### src/rtl/reg_scoreboard_pkg.sv
// Shared constants and types for the register-hazard scoreboard.
//   REG_ID_W  : width of a unified register id ({fpr, index})
//   WAIT_W    : width of the decode result-latency field
//   RW_*      : destination / writeback class encodings
//   sb_state_t: flush-drain FSM states
package reg_scoreboard_pkg;

    localparam int unsigned REG_ID_W = 6;
    localparam int unsigned WAIT_W   = 5;

    localparam logic [1:0] RW_NONE = 2'b00;
    localparam logic [1:0] RW_GPR  = 2'b01;
    localparam logic [1:0] RW_FPR  = 2'b10;

    typedef enum logic [1:0] {
        SB_IDLE,
        SB_DRAIN,
        SB_ACK
    } sb_state_t;

endpackage

### src/rtl/reg_scoreboard_counter.sv
// sb_counter: one saturating down-counter tracking the remaining result
// latency of a single register id.
//   clk, rstn : clock, asynchronous active-low reset
//   load      : load load_val this edge (wins over clear)
//   load_val  : latency to load
//   clear     : force to zero this edge (early writeback)
//   nz        : counter is nonzero
module sb_counter #(
    parameter int unsigned CNT_W = 5
) (
    input  logic             clk,
    input  logic             rstn,
    input  logic             load,
    input  logic [CNT_W-1:0] load_val,
    input  logic             clear,
    output logic             nz
);

    logic [CNT_W-1:0] cnt;

    always_ff @(posedge clk or negedge rstn) begin
        if (!rstn) begin
            cnt <= '0;
        end else if (load) begin
            cnt <= load_val;
        end else if (clear) begin
            cnt <= '0;
        end else if (cnt != '0) begin
            cnt <= cnt - 1'b1;
        end
    end

    assign nz = (cnt != '0);

endmodule

### src/rtl/reg_scoreboard.sv
// reg_scoreboard: register-hazard scheduler beside decode. Tracks remaining
// result latency of every in-flight write to the 64-entry unified register
// space (gpr 0-31, fpr 32-63) and stalls RAW/WAW conflicts; provides a
// drain handshake for pipeline flushes.
//   clk, rstn                  : clock, asynchronous active-low reset
//   issue_valid/use_s/rs/use_t/rt/rw/rd/wait : decoded instruction
//   issue_ready, stall         : accept / stall indication (combinational)
//   wb_valid/wb_rw/wb_rd       : early completion, clears that id's counter
//   flush_req, flush_ack       : level drain request, one-cycle done pulse
//   busy                       : any counter nonzero
// Optional: define SB_STATS_EN to add stall_cycles / drain_cycles outputs.
module reg_scoreboard
    import reg_scoreboard_pkg::*;
#(
    parameter int unsigned NREG  = 64,
    parameter int unsigned CNT_W = 5
) (
    input  logic                clk,
    input  logic                rstn,
    input  logic                issue_valid,
    input  logic                issue_use_s,
    input  logic [REG_ID_W-1:0] issue_rs,
    input  logic                issue_use_t,
    input  logic [REG_ID_W-1:0] issue_rt,
    input  logic [1:0]          issue_rw,
    input  logic [4:0]          issue_rd,
    input  logic [WAIT_W-1:0]   issue_wait,
    output logic                issue_ready,
    output logic                stall,
    input  logic                wb_valid,
    input  logic [1:0]          wb_rw,
    input  logic [4:0]          wb_rd,
    input  logic                flush_req,
    output logic                flush_ack,
    output logic                busy
`ifdef SB_STATS_EN
    ,
    output logic [31:0]         stall_cycles,
    output logic [31:0]         drain_cycles
`endif
);

    sb_state_t           state;
    logic [NREG-1:0]     nz;
    logic [NREG-1:0]     load;
    logic [NREG-1:0]     clr;
    logic [REG_ID_W-1:0] dest_id;
    logic [REG_ID_W-1:0] wb_id;
    logic                dest_valid;
    logic                wb_en;
    logic                load_en;
    logic                raw_s;
    logic                raw_t;
    logic                waw;
    logic                accept;
    logic [CNT_W-1:0]    load_val;

    // Class 11 is reserved and behaves like "no destination".
    assign dest_valid = (issue_rw == RW_GPR) || (issue_rw == RW_FPR);
    assign dest_id    = {issue_rw == RW_FPR, issue_rd};
    assign wb_en      = wb_valid && ((wb_rw == RW_GPR) || (wb_rw == RW_FPR));
    assign wb_id      = {wb_rw == RW_FPR, wb_rd};

    assign raw_s = issue_use_s && nz[issue_rs];
    assign raw_t = issue_use_t && nz[issue_rt];
    assign waw   = dest_valid  && nz[dest_id];

    assign issue_ready = (state == SB_IDLE) && !(raw_s || raw_t || waw);
    assign stall       = issue_valid && !issue_ready;
    assign accept      = issue_valid && issue_ready;
    assign busy        = |nz;

    // Zero latency is forwardable next cycle, so it arms no counter.
    assign load_en  = accept && dest_valid && (issue_wait != '0);
    assign load_val = CNT_W'(issue_wait);

    always_comb begin
        load = '0;
        clr  = '0;
        for (int unsigned i = 0; i < NREG; i++) begin
            load[i] = load_en && (dest_id == REG_ID_W'(i));
            clr[i]  = wb_en   && (wb_id   == REG_ID_W'(i));
        end
    end

    for (genvar g = 0; g < NREG; g++) begin : g_cnt
        sb_counter #(
            .CNT_W (CNT_W)
        ) u_cnt (
            .clk      (clk),
            .rstn     (rstn),
            .load     (load[g]),
            .load_val (load_val),
            .clear    (clr[g]),
            .nz       (nz[g])
        );
    end

    // flush_ack is registered: it is high exactly while the FSM sits in ACK.
    always_ff @(posedge clk or negedge rstn) begin
        if (!rstn) begin
            state     <= SB_IDLE;
            flush_ack <= 1'b0;
        end else begin
            case (state)
                SB_IDLE: begin
                    flush_ack <= 1'b0;
                    if (flush_req) begin
                        state <= SB_DRAIN;
                    end
                end
                SB_DRAIN: begin
                    if (!busy) begin
                        state     <= SB_ACK;
                        flush_ack <= 1'b1;
                    end
                end
                SB_ACK: begin
                    state     <= SB_IDLE;
                    flush_ack <= 1'b0;
                end
                default: begin
                    state     <= SB_IDLE;
                    flush_ack <= 1'b0;
                end
            endcase
        end
    end

`ifdef SB_STATS_EN
    always_ff @(posedge clk or negedge rstn) begin
        if (!rstn) begin
            stall_cycles <= '0;
            drain_cycles <= '0;
        end else begin
            if (stall && (stall_cycles != '1)) begin
                stall_cycles <= stall_cycles + 32'd1;
            end
            if ((state == SB_DRAIN) && (drain_cycles != '1)) begin
                drain_cycles <= drain_cycles + 32'd1;
            end
        end
    end
`endif

endmodule

### config.mk
export PLATFORM = sky130hd
export DESIGN_NAME = reg_scoreboard
export DESIGN_NICKNAME = d
export VERILOG_FILES = /design/src/rtl/reg_scoreboard_pkg.sv /design/src/rtl/reg_scoreboard_counter.sv /design/src/rtl/reg_scoreboard.sv
export SDC_FILE = /design/constraint.sdc
export NUM_CORES = 1
export LEC_CHECK = 0
export BUFFER_PORTS_ARGS = -buffer_cell sky130_fd_sc_hd__buf_2
export CORE_UTILIZATION = 45
export DETAILED_ROUTE_END_ITERATION = 10
export GPL_ROUTABILITY_DRIVEN = 1
export HOLD_SLACK_MARGIN = 0.05
export PLACE_DENSITY = 0.62
export SETUP_SLACK_MARGIN = 0.3
export SYNTH_ARGS = -nofsm -noshare
export SYNTH_HDL_FRONTEND = slang
export SYNTH_SLANG_ARGS = --single-unit
export TNS_END_PERCENT = 100
### constraint.sdc
create_clock -name clk -period 6.4 [get_ports clk]
set_input_delay 1.28 -clock clk [delete_from_list [all_inputs] [get_ports clk]]
set_output_delay 1.28 -clock clk [all_outputs]
set_load 0.02 [all_outputs]
### Word-level counts from Yosys, hierarchy flattened

Cells that the tools add are included.
W data, S select, Z words.

* register bits after elaboration: 323
* latch bits: 0
* RAM bits: 0
* memory bits (read-only): 0
* input port bits: 38
* output and inout bits: 4
* logic and storage cells: 746
* memories kept: 0

* $add $sub $neg: 64
* multipliers: 0
* divide/modulo/power cells: 0
* magnitude comparators: 3
* eq/ne operators: 133
* shifts and indexed selects: 0
* mux-type cells: 203
* bitwise operators: 0
* reductions and logical operators: 277

Operators with widths (number)
* $mux W5: 192
* $eq A6 B6 Y1 const B: 64
* $reduce_bool A5 Y1: 65
* $sub A5 B1 Y5 const B: 64
* $eq A6 B5 Y1 const B: 32
* $reduce_bool A3 Y1: 64
* $logic_and A1 B1 Y1: 137
* $eq A6 B4 Y1 const B: 16
* $reduce_or A64 Y1: 1
* $eq A6 B3 Y1 const B: 8
* $eq A6 B2 Y1 const B: 4
* $lt A6 B7 Y1 const B: 3
* $bmux W1 S6: 3
* $eq A6 B1 Y1 const B: 2
* $logic_not A6 Y1: 2
* $eq A2 B1 Y1 const B: 3
* $mux W1: 5
* $eq A2 B2 Y1 const B: 2
* $logic_or A1 B1 Y1: 4
* $mux W2: 2
* $ne A2 B2 Y1 const B: 2
* $pmux W2 S2: 1
* $logic_not A1 Y1: 2
* $logic_not A2 Y1: 1
* $reduce_and A2 Y1: 1

### Depth between registers and ports, before layout

Gate-level depths: netlist (run 1).

* word-level depth: 13
* depth in mapped cells: 14

### Cells and area by module

A second synthesis (run 1) with hierarchy kept.

* cell total of the unflattened synthesis: 2017
* area, all modules: 21272.9 um^2

By module, submodules not included
* sb_counter: instances 64, cells an instance 25, area each 282.8 um^2, sequential area each 125.1 um^2
* reg_scoreboard: instances 1, cells an instance 417, area each 3175.5 um^2, sequential area each 75.1 um^2

### Least setup slack after synthesis (run 1)

OpenSTA, ideal clock, no wires.

* path type: input -> output
* start point: input port issue_rd[1]
* end point: output port issue_ready
* data arrival time: 3.879 ns
* required time: 5.120 ns
* path slack: 1.241 ns
* stages on the path: 12
* cells stage by stage: buf_2 or4b_2 clkbuf_1 o22ai_1 nor4_1 o2111ai_1 o211ai_1 and3b_1 buf_2 buf_4 nand2_1 nor3_1

* word-level cells in the longest chain between the ends: 6

RTL lines
* start, declared: RTL line reg_scoreboard.sv:26 `input logic [4:0] issue_rd,`
* $bmux W1 S6: RTL line reg_scoreboard.sv:66 `assign waw = dest_valid && nz[dest_id];`
* $mux W1 (implied by the code): RTL line reg_scoreboard.sv:66
* $logic_and A1 B1 Y1: RTL line reg_scoreboard.sv:66
* $logic_or A1 B1 Y1: RTL line reg_scoreboard.sv:68 `assign issue_ready = (state == SB_IDLE) && !(raw_s || raw_t || waw);`
* $logic_not A1 Y1: RTL line reg_scoreboard.sv:68
* $logic_and A1 B1 Y1: RTL line reg_scoreboard.sv:68
* end, declared: RTL line reg_scoreboard.sv:28 `output logic issue_ready,`

No other way between the ends. The select of a mux whose other input is x is not followed.

### Final worst setup path (run 1)

* start point: input port issue_rd[3]
* end point: output port stall

* word-level cells in the longest chain between the ends: 8

RTL lines
* $bmux W1 S6: RTL line reg_scoreboard.sv:66
* $mux W1 (implied by the code): RTL line reg_scoreboard.sv:66
* $logic_and A1 B1 Y1: RTL line reg_scoreboard.sv:66
* $logic_or A1 B1 Y1: RTL line reg_scoreboard.sv:68
* $logic_not A1 Y1: RTL line reg_scoreboard.sv:68
* $logic_and A1 B1 Y1: RTL line reg_scoreboard.sv:68
* $logic_not A1 Y1: RTL line reg_scoreboard.sv:69 `assign stall = issue_valid && !issue_ready;`
* $logic_and A1 B1 Y1: RTL line reg_scoreboard.sv:69
* end, declared: RTL line reg_scoreboard.sv:29 `output logic stall,`

No other way between the ends. The select of a mux whose other input is x is not followed.

==> results of run 1 <==
## power by group through the flow
stage	Clock (W)	Sequential [W]	Combinational (W)
after global placement	0	0.00416	0.00568
after CTS	0.00229	0.00419	0.00598
after floorplan	0	0.00395	0.00468
final	0.00224	0.00421	0.00600
after detailed placement	0	0.00420	0.00592
after global routing	0.00237	0.00436	0.00677
## cells in the final DEF, fill, tap and decap left out, types with 23 or more instances in the layout
cell type / n
a211oi_1: 48
a21oi_1: 37
and3_1: 33
buf_2: 40
buf_4: 67
clkbuf_16: 41
dfrtp_1: 323
ha_1: 130
inv_1: 141
mux2_2: 64
mux2_4: 58
nand2_1: 335
nand3_4: 29
nor2_1: 415
nor3_1: 141
nor4_1: 42
nor4b_1: 29
nor4b_2: 26
o21ai_0: 196
o22ai_1: 23
or4b_2: 36
xnor2_1: 93
xor2_1: 127
## cells in the mapped netlist, types with 4 or more instances
cell type,instances
nor2_1,415
a21oi_1,37
nor4b_1,35
clkbuf_1,97
or4_1,4
nand3b_1,6
o22ai_1,23
or2_2,5
mux2_2,64
or4b_1,5
or4b_2,36
nor2b_1,20
xnor2_1,93
nor4b_2,22
nor4_1,42
o21ai_0,196
nand2b_1,17
nand4b_1,5
mux2_1,6
nand3_1,19
buf_4,6
and3_1,33
nor3_1,141
mux2i_1,9
mux2_4,58
o2111ai_1,4
dfrtp_1,323
nand2_1,335
o221ai_1,15
nand3_4,29
inv_1,141
ha_1,130
buf_2,17
o211ai_1,6
o21ai_1,12
nand4_1,18
a211oi_1,48
a22oi_1,11
xor2_1,127
## worst max-delay path: stages
cell and delay, ps:
buf_2 430, nand2b_1 270, nor3b_1 610, a221oi_1 300, o2111ai_1 150, o211ai_1 140, and3b_4 330, nand2_1 170
o31a_1 340, buf_2 150
## layout make-up
class | count | area, sq um
Antenna cell | 5 | 12.5
Clock buffer | 57 | 1160
Clock inverter | 14 | 130
Sequential cell | 323 | 8080
Inverter | 141 | 529
Timing Repair Buffer | 110 | 758
Tap cell | 672 | 841
Multi-Input combinational cell | 2084 | 14100
Fill cell | 4705 | 24900
## metrics by stage
step | std cells | hold WS [ps] | util | power, W | cell area (sq um)
5_1_grt | 3404 | 468 | 0.507 | 0.0135 | 25700
3_5_place_dp | 3330 | 441 | 0.482 | 0.0101 | 24400
6_report | 3406 | 443 | 0.507 | 0.0124 | 25700
2_1_floorplan | 2676 | 418 | - | 0.00863 | 23300
4_1_cts | 3401 | 445 | 0.507 | 0.0125 | 25600
3_3_place_gp | 3330 | 437 | 0.482 | 0.00985 | 24400
## path summary, 6_finish.rpt
check	start	endpoint	slack [ps]	cells past startpoint
worst max-delay path	issue_rd[3]	stall	950	10
worst min-delay path	state[1]$_DFFE_PN0P_	state[0]$_DFFE_PN0P_	440	1
worst max register to register	g_cnt[21].u_cnt.cnt[0]$_DFFE_PN0P_	g_cnt[53].u_cnt.cnt[4]$_DFFE_PN0P_	1490	13
worst min register to register	state[1]$_DFFE_PN0P_	state[0]$_DFFE_PN0P_	440	1
max in group asynchronous	rstn	g_cnt[2].u_cnt.cnt[4]$_DFFE_PN0P_	4600	2
min in group asynchronous	rstn	g_cnt[36].u_cnt.cnt[4]$_DFFE_PN0P_	560	1
## cell families (layout without fill, tap and decap cells)
| kind of cell | count (synthesis) | after routing | synth area share |
|---|---|---|---|
| flops | 323 | 323 | 0.348 |
| simple gates | 1210 | 1210 | 0.275 |
| buf+inv | 269 | 322 | 0.0478 |
| fa+ha+maj | 130 | 130 | 0.0699 |
| xor+xnor | 220 | 220 | 0.0829 |
| compound gates | 385 | 385 | 0.100 |
| mux | 139 | 139 | 0.0772 |
| other cells | 0 | 5 | 0 |
## routing by layer
layer | vias to the layer above | part of all wire | routed length [um] | GRT usage
met1 | 10000 | 0.42 | 32500 | 0.379
met2 | 750 | 0.45 | 35400 | 0.482
met4 | 2 | 0.052 | 4020 | 0.155
met3 | 207 | 0.076 | 5890 | 0.0522
met5 | - | 0.00013 | 10 | 0
li1 | 9309 | - | - | -
## state kept, by name, indices dropped and copies added (netlist names)
| register | cells |
|---|---|
| state | 2 |
| flush_ack | 1 |
| g_cnt.u_cnt.cnt | 320 |
==> results.py, run 1 <==
metrics = {
    "clocking": {
        "numCtsBuffers": 40,
        "clk_latency_ps": 580,
        "cts_root_buffer": "clkbuf_16",
        "cts_tree": "built",
        "clkTransAtPathRegs_ps": 60,
        "h-tree-depth": 2,
        "postCtsHoldBufs": 0,
        "clockBufferDepth": 3,
        "clkSinkCount": 323,
        "cts.repair.resized": 0,
        "post_cts_buffers": 0,
    },
    "pwr": {
        "pwr-share-clk": 0.180,
        "power.density_mw_per_mm2": 485,
        "power_switching_share": 0.402,
        "pwr-share-comb": 0.482,
        "p_int_w": 0.00744,
        "peakVddDrop_mv": 0.256,
        "sequentialPowerShare": 0.338,
        "p_leak_nw": 11.3,
        "p_sw_w": 0.00501,
    },
    "yosys": {
        "synthesis.nets": 2844,
        "synth_async_sr_flop_share": 1.00,
        "syn_area_sq_mm": 0.0233,
        "yosys.cell_types.count": 78,
        "synthFlopType": "dfrtp_1",
        "ys_seq_area_frac": 0.348,
        "synth.top_cell.area_share": 0.348,
        "synth_edf_count": 0,
        "synth_largest_area_cell": "dfrtp_1",
        "yosysWarnings": 0,
        "avgSynthCellArea_sq_um": 8.69,
        "synthTopCellsByArea": "dfrtp_1 (35%), ha_1 (7.0%), nor2_1 (6.7%)",
        "yosys_register_bits": 323,
        "synth_cells": 2676,
    },
    "timing": {
        "rsz0062_at_grt": "false",
        "fin_ws_ps": 948,
        "fin_crit_ps": 5450,
        "slew_viol_final": 0,
        "setup_viol": 0,
        "fin_tns_setup_ps": 0,
        "relSlewSlack": 0.104,
        "hold_violations": 0,
        "skew_ps": 27.2,
        "min_period_over_period": 0.852,
        "fmax_mhz": 183,
        "worst_slew_pin_slew_ps": 1320,
    },
    "route": {
        "vias": 20300,
        "drt-total-wl_um": 77800,
        "wl_per_cell_um": 22.8,
        "first_pass_iters": 6,
        "vias_per_cell": 5.96,
        "antenna_left": 0,
        "drt_iter0_drc": 1950,
        "drcViolationCount": 0,
    },
    "floorplan": {
        "dieArea_sq_mm": 0.0526,
        "die_w_um": 229,
        "die-height_um": 229,
        "start_util": 0.460,
        "io_pins": 42,
        "rows": 82,
        "coreArea_sq_mm": 0.0506,
    },
    "global_route": {
        "grt_overflow": 0,
        "grt_max_degree": 161,
        "grt_pass1_vias": 20400,
        "grt_use_total": 0.297,
        "grt_antenna_before_repair": 6,
        "grt_pass1_wl_um": 120000,
    },
    "critical_path": {
        "worst-setup-path-type": "primary input to output port",
        "critPathLaunchType": "primary input",
        "end_kind": "output port",
        "cp_max_fo": 30,
        "required_ps": 5120,
        "cp_data_arrival_time_ps": 4170,
    },
    "place": {
        "io_buffers": 41,
        "gp_congestion": 0.998,
        "hpwl_um": 55100,
        "post-place-ws_ps": 1040,
    },
    "final_layout": {
        "finalNetCount": 2868,
        "drive_above_1_share": 0.149,
        "syn2layout_area_growth_pct": 10.3,
    },
    "hold_path": {
        "hp-class": "flip-flop to flip-flop",
    },
    "run_status": {
        "status": "finished, final reports clean",
    },
    "run": {
        "cap_violations": 0,
    },
}
Note: power is estimated with default switching activity, not from simulation.
==> inputs of run 2 (changes only) <==
- CORE_UTILIZATION: 45 -> 50
- PLACE_DENSITY: 0.62 -> 0.68
==> run 2 against run 1 <==
Against the previous run: total power up 0.21%; utilization up 5.3 points; cell area down 0.50%; sequential share of layout area up 0.16 points; die area down 9.9%; sequential power about the same; worst hold slack better by 20 ps; first-iteration DRC count up 1.4%; routed wire length down 1.5%; highest routed layer unchanged; final cell count down 2.4%; sequential cell count unchanged.
==> results.py, run 2 (same netlist as run 1, synthesis figures left out) <==
metrics = {
    "run_status": {
        "status": "finished, final reports clean",
    },
    "floorplan": {
        "io_pins": 42,
        "start_util": 0.510,
        "coreArea_sq_mm": 0.0456,
        "dieArea_sq_mm": 0.0474,
        "rows": 78,
        "die-height_um": 218,
        "die_w_um": 218,
    },
    "route": {
        "first_pass_iters": 5,
        "vias_per_cell": 6.08,
        "vias": 20200,
        "antenna_left": 0,
        "drt-total-wl_um": 76600,
        "drt_iter0_drc": 1977,
        "drcViolationCount": 0,
        "wl_per_cell_um": 23.1,
    },
    "timing": {
        "rsz0062_at_grt": "false",
        "fmax_mhz": 191,
        "fin_crit_ps": 5230,
        "hold_violations": 0,
        "skew_ps": 23.7,
        "fin_ws_ps": 1170,
        "relSlewSlack": 0.199,
        "worst_slew_pin_slew_ps": 1200,
        "setup_viol": 0,
        "fin_tns_setup_ps": 0,
        "min_period_over_period": 0.817,
        "slew_viol_final": 0,
    },
    "clocking": {
        "clockBufferDepth": 3,
        "cts_tree": "built",
        "postCtsHoldBufs": 0,
        "numCtsBuffers": 40,
        "cts_root_buffer": "clkbuf_16",
        "cts.repair.resized": 0,
        "h-tree-depth": 2,
        "clk_latency_ps": 570,
        "clkTransAtPathRegs_ps": 60,
        "post_cts_buffers": 0,
        "clkSinkCount": 323,
    },
    "global_route": {
        "grt_use_total": 0.328,
        "grt_antenna_before_repair": 3,
        "grt_pass1_wl_um": 118000,
        "grt_max_degree": 178,
        "grt_overflow": 0,
        "grt_pass1_vias": 20100,
    },
    "critical_path": {
        "r2r_cells": 13,
        "cp_data_arrival_time_ps": 3950,
        "critPathLaunchType": "primary input",
        "crit_path_frequent_cell": "buf_2",
        "crit_family": "simple AND/OR/NAND/NOR gates",
        "worst-path-buf-inv": 2,
        "required_ps": 5120,
        "cp_max_fo": 30,
        "end_kind": "output port",
        "worst-setup-path-type": "primary input to output port",
        "cp_slowest_cell": "or4b_2",
        "cp.depth": 10,
        "crit_chain": "buf_2 -> or4b_2 -> o22ai_1 -> nor4_1 -> o2111ai_1 -> o211ai_1 -> and3b_4 -> nand2_1 -> o31a_1 -> buf_2",
        "max_stage_delay_ps": 760,
    },
    "final_layout": {
        "final_cell_area_sq_mm": 0.0255,
        "largest_reg_flops": 320,
        "drive_above_1_share": 0.149,
        "syn2layout_area_growth_pct": 9.78,
        "largestRegisters": "g_cnt.u_cnt.cnt (320), state (2), flush_ack (1)",
        "layoutNonFillerInstCount": 3324,
        "finalCoreUtilization": 0.560,
        "largest_register": "g_cnt.u_cnt.cnt",
        "final_common_cell": "nor2_1",
        "layout_common_cells": "nor2_1 (415), nand2_1 (335), dfrtp_1 (323), o21ai_0 (196)",
        "finalNetCount": 2867,
    },
    "hold_path": {
        "hp-class": "flip-flop to flip-flop",
        "hold_path_depth": 1,
    },
    "place": {
        "io_buffers": 41,
        "dp_cells": 3257,
        "hpwl_um": 54400,
        "dpl_cell_area_sq_mm": 0.0242,
        "post-place-ws_ps": 1120,
        "gp_congestion": 1.00,
    },
    "pwr": {
        "p_leak_nw": 11.3,
        "peakVddDrop_mv": 0.298,
        "power.density_mw_per_mm2": 489,
    },
    "run": {
        "cap_violations": 0,
    },
}
[run 2: cell types whose count changed in the layout (fill, tap and decap cells not counted)]
| cell | delta |
|---|---|
| buf_12 | -1 |
| bufinv_16 | +1 |
| clkbuf_1 | -4 |
| clkinv_2 | -1 |
| clkinvlp_4 | -1 |
| diode_2 | -3 |
| inv_6 | -1 |
| nor4b_1 | -2 |
| nor4b_2 | +4 |
| nor4b_4 | -2 |
[run 2: worst paths after layout]
check	slack (ps)	startpoint	endpoint
worst max-delay path	1170	issue_rd[3]	stall
worst min-delay path	460	state[1]$_DFFE_PN0P_	state[0]$_DFFE_PN0P_
worst max register to register	1700	g_cnt[40].u_cnt.cnt[0]$_DFFE_PN0P_	g_cnt[63].u_cnt.cnt[3]$_DFFE_PN0P_
worst min register to register	460	state[1]$_DFFE_PN0P_	state[0]$_DFFE_PN0P_
max in group asynchronous	4150	rstn	g_cnt[29].u_cnt.cnt[0]$_DFFE_PN0P_
min in group asynchronous	760	rstn	g_cnt[53].u_cnt.cnt[4]$_DFFE_PN0P_
[run 2: final cells by class]
class / instances / area, sq um
fillers: 4008 / 20000
multi-input cells: 2084 / 14100
flip-flops and latches: 323 / 8080
clock buffers: 53 / 1140
well taps: 600 / 751
repair buffers: 109 / 738
inverters: 141 / 529
clock inverters: 12 / 139
diodes: 2 / 5.00
[run 2: stage by stage]
step	total power, W	hold slack, ps
after detailed placement	0.0101	453
final	0.0125	463
after CTS	0.0125	465
after global placement	0.00978	440
after floorplan	0.00863	418
after global routing	0.0135	477
[run 2: report_power, final]
part | internal [W] | switching (W)
Clock | 0.00136 | 0.000898
Combinational | 0.00294 | 0.00307
Sequential | 0.00316 | 0.00105
[run 2: routing by layer]
layer / track usage / wire [um] / vias to the layer above
met2: 0.526 / 34700 / 817
met3: 0.0690 / 6440 / 252
met4: 0.173 / 4250 / 4
met5: 0 / 26 / -
li1: - / - / 9289
met1: 0.415 / 31200 / 9849
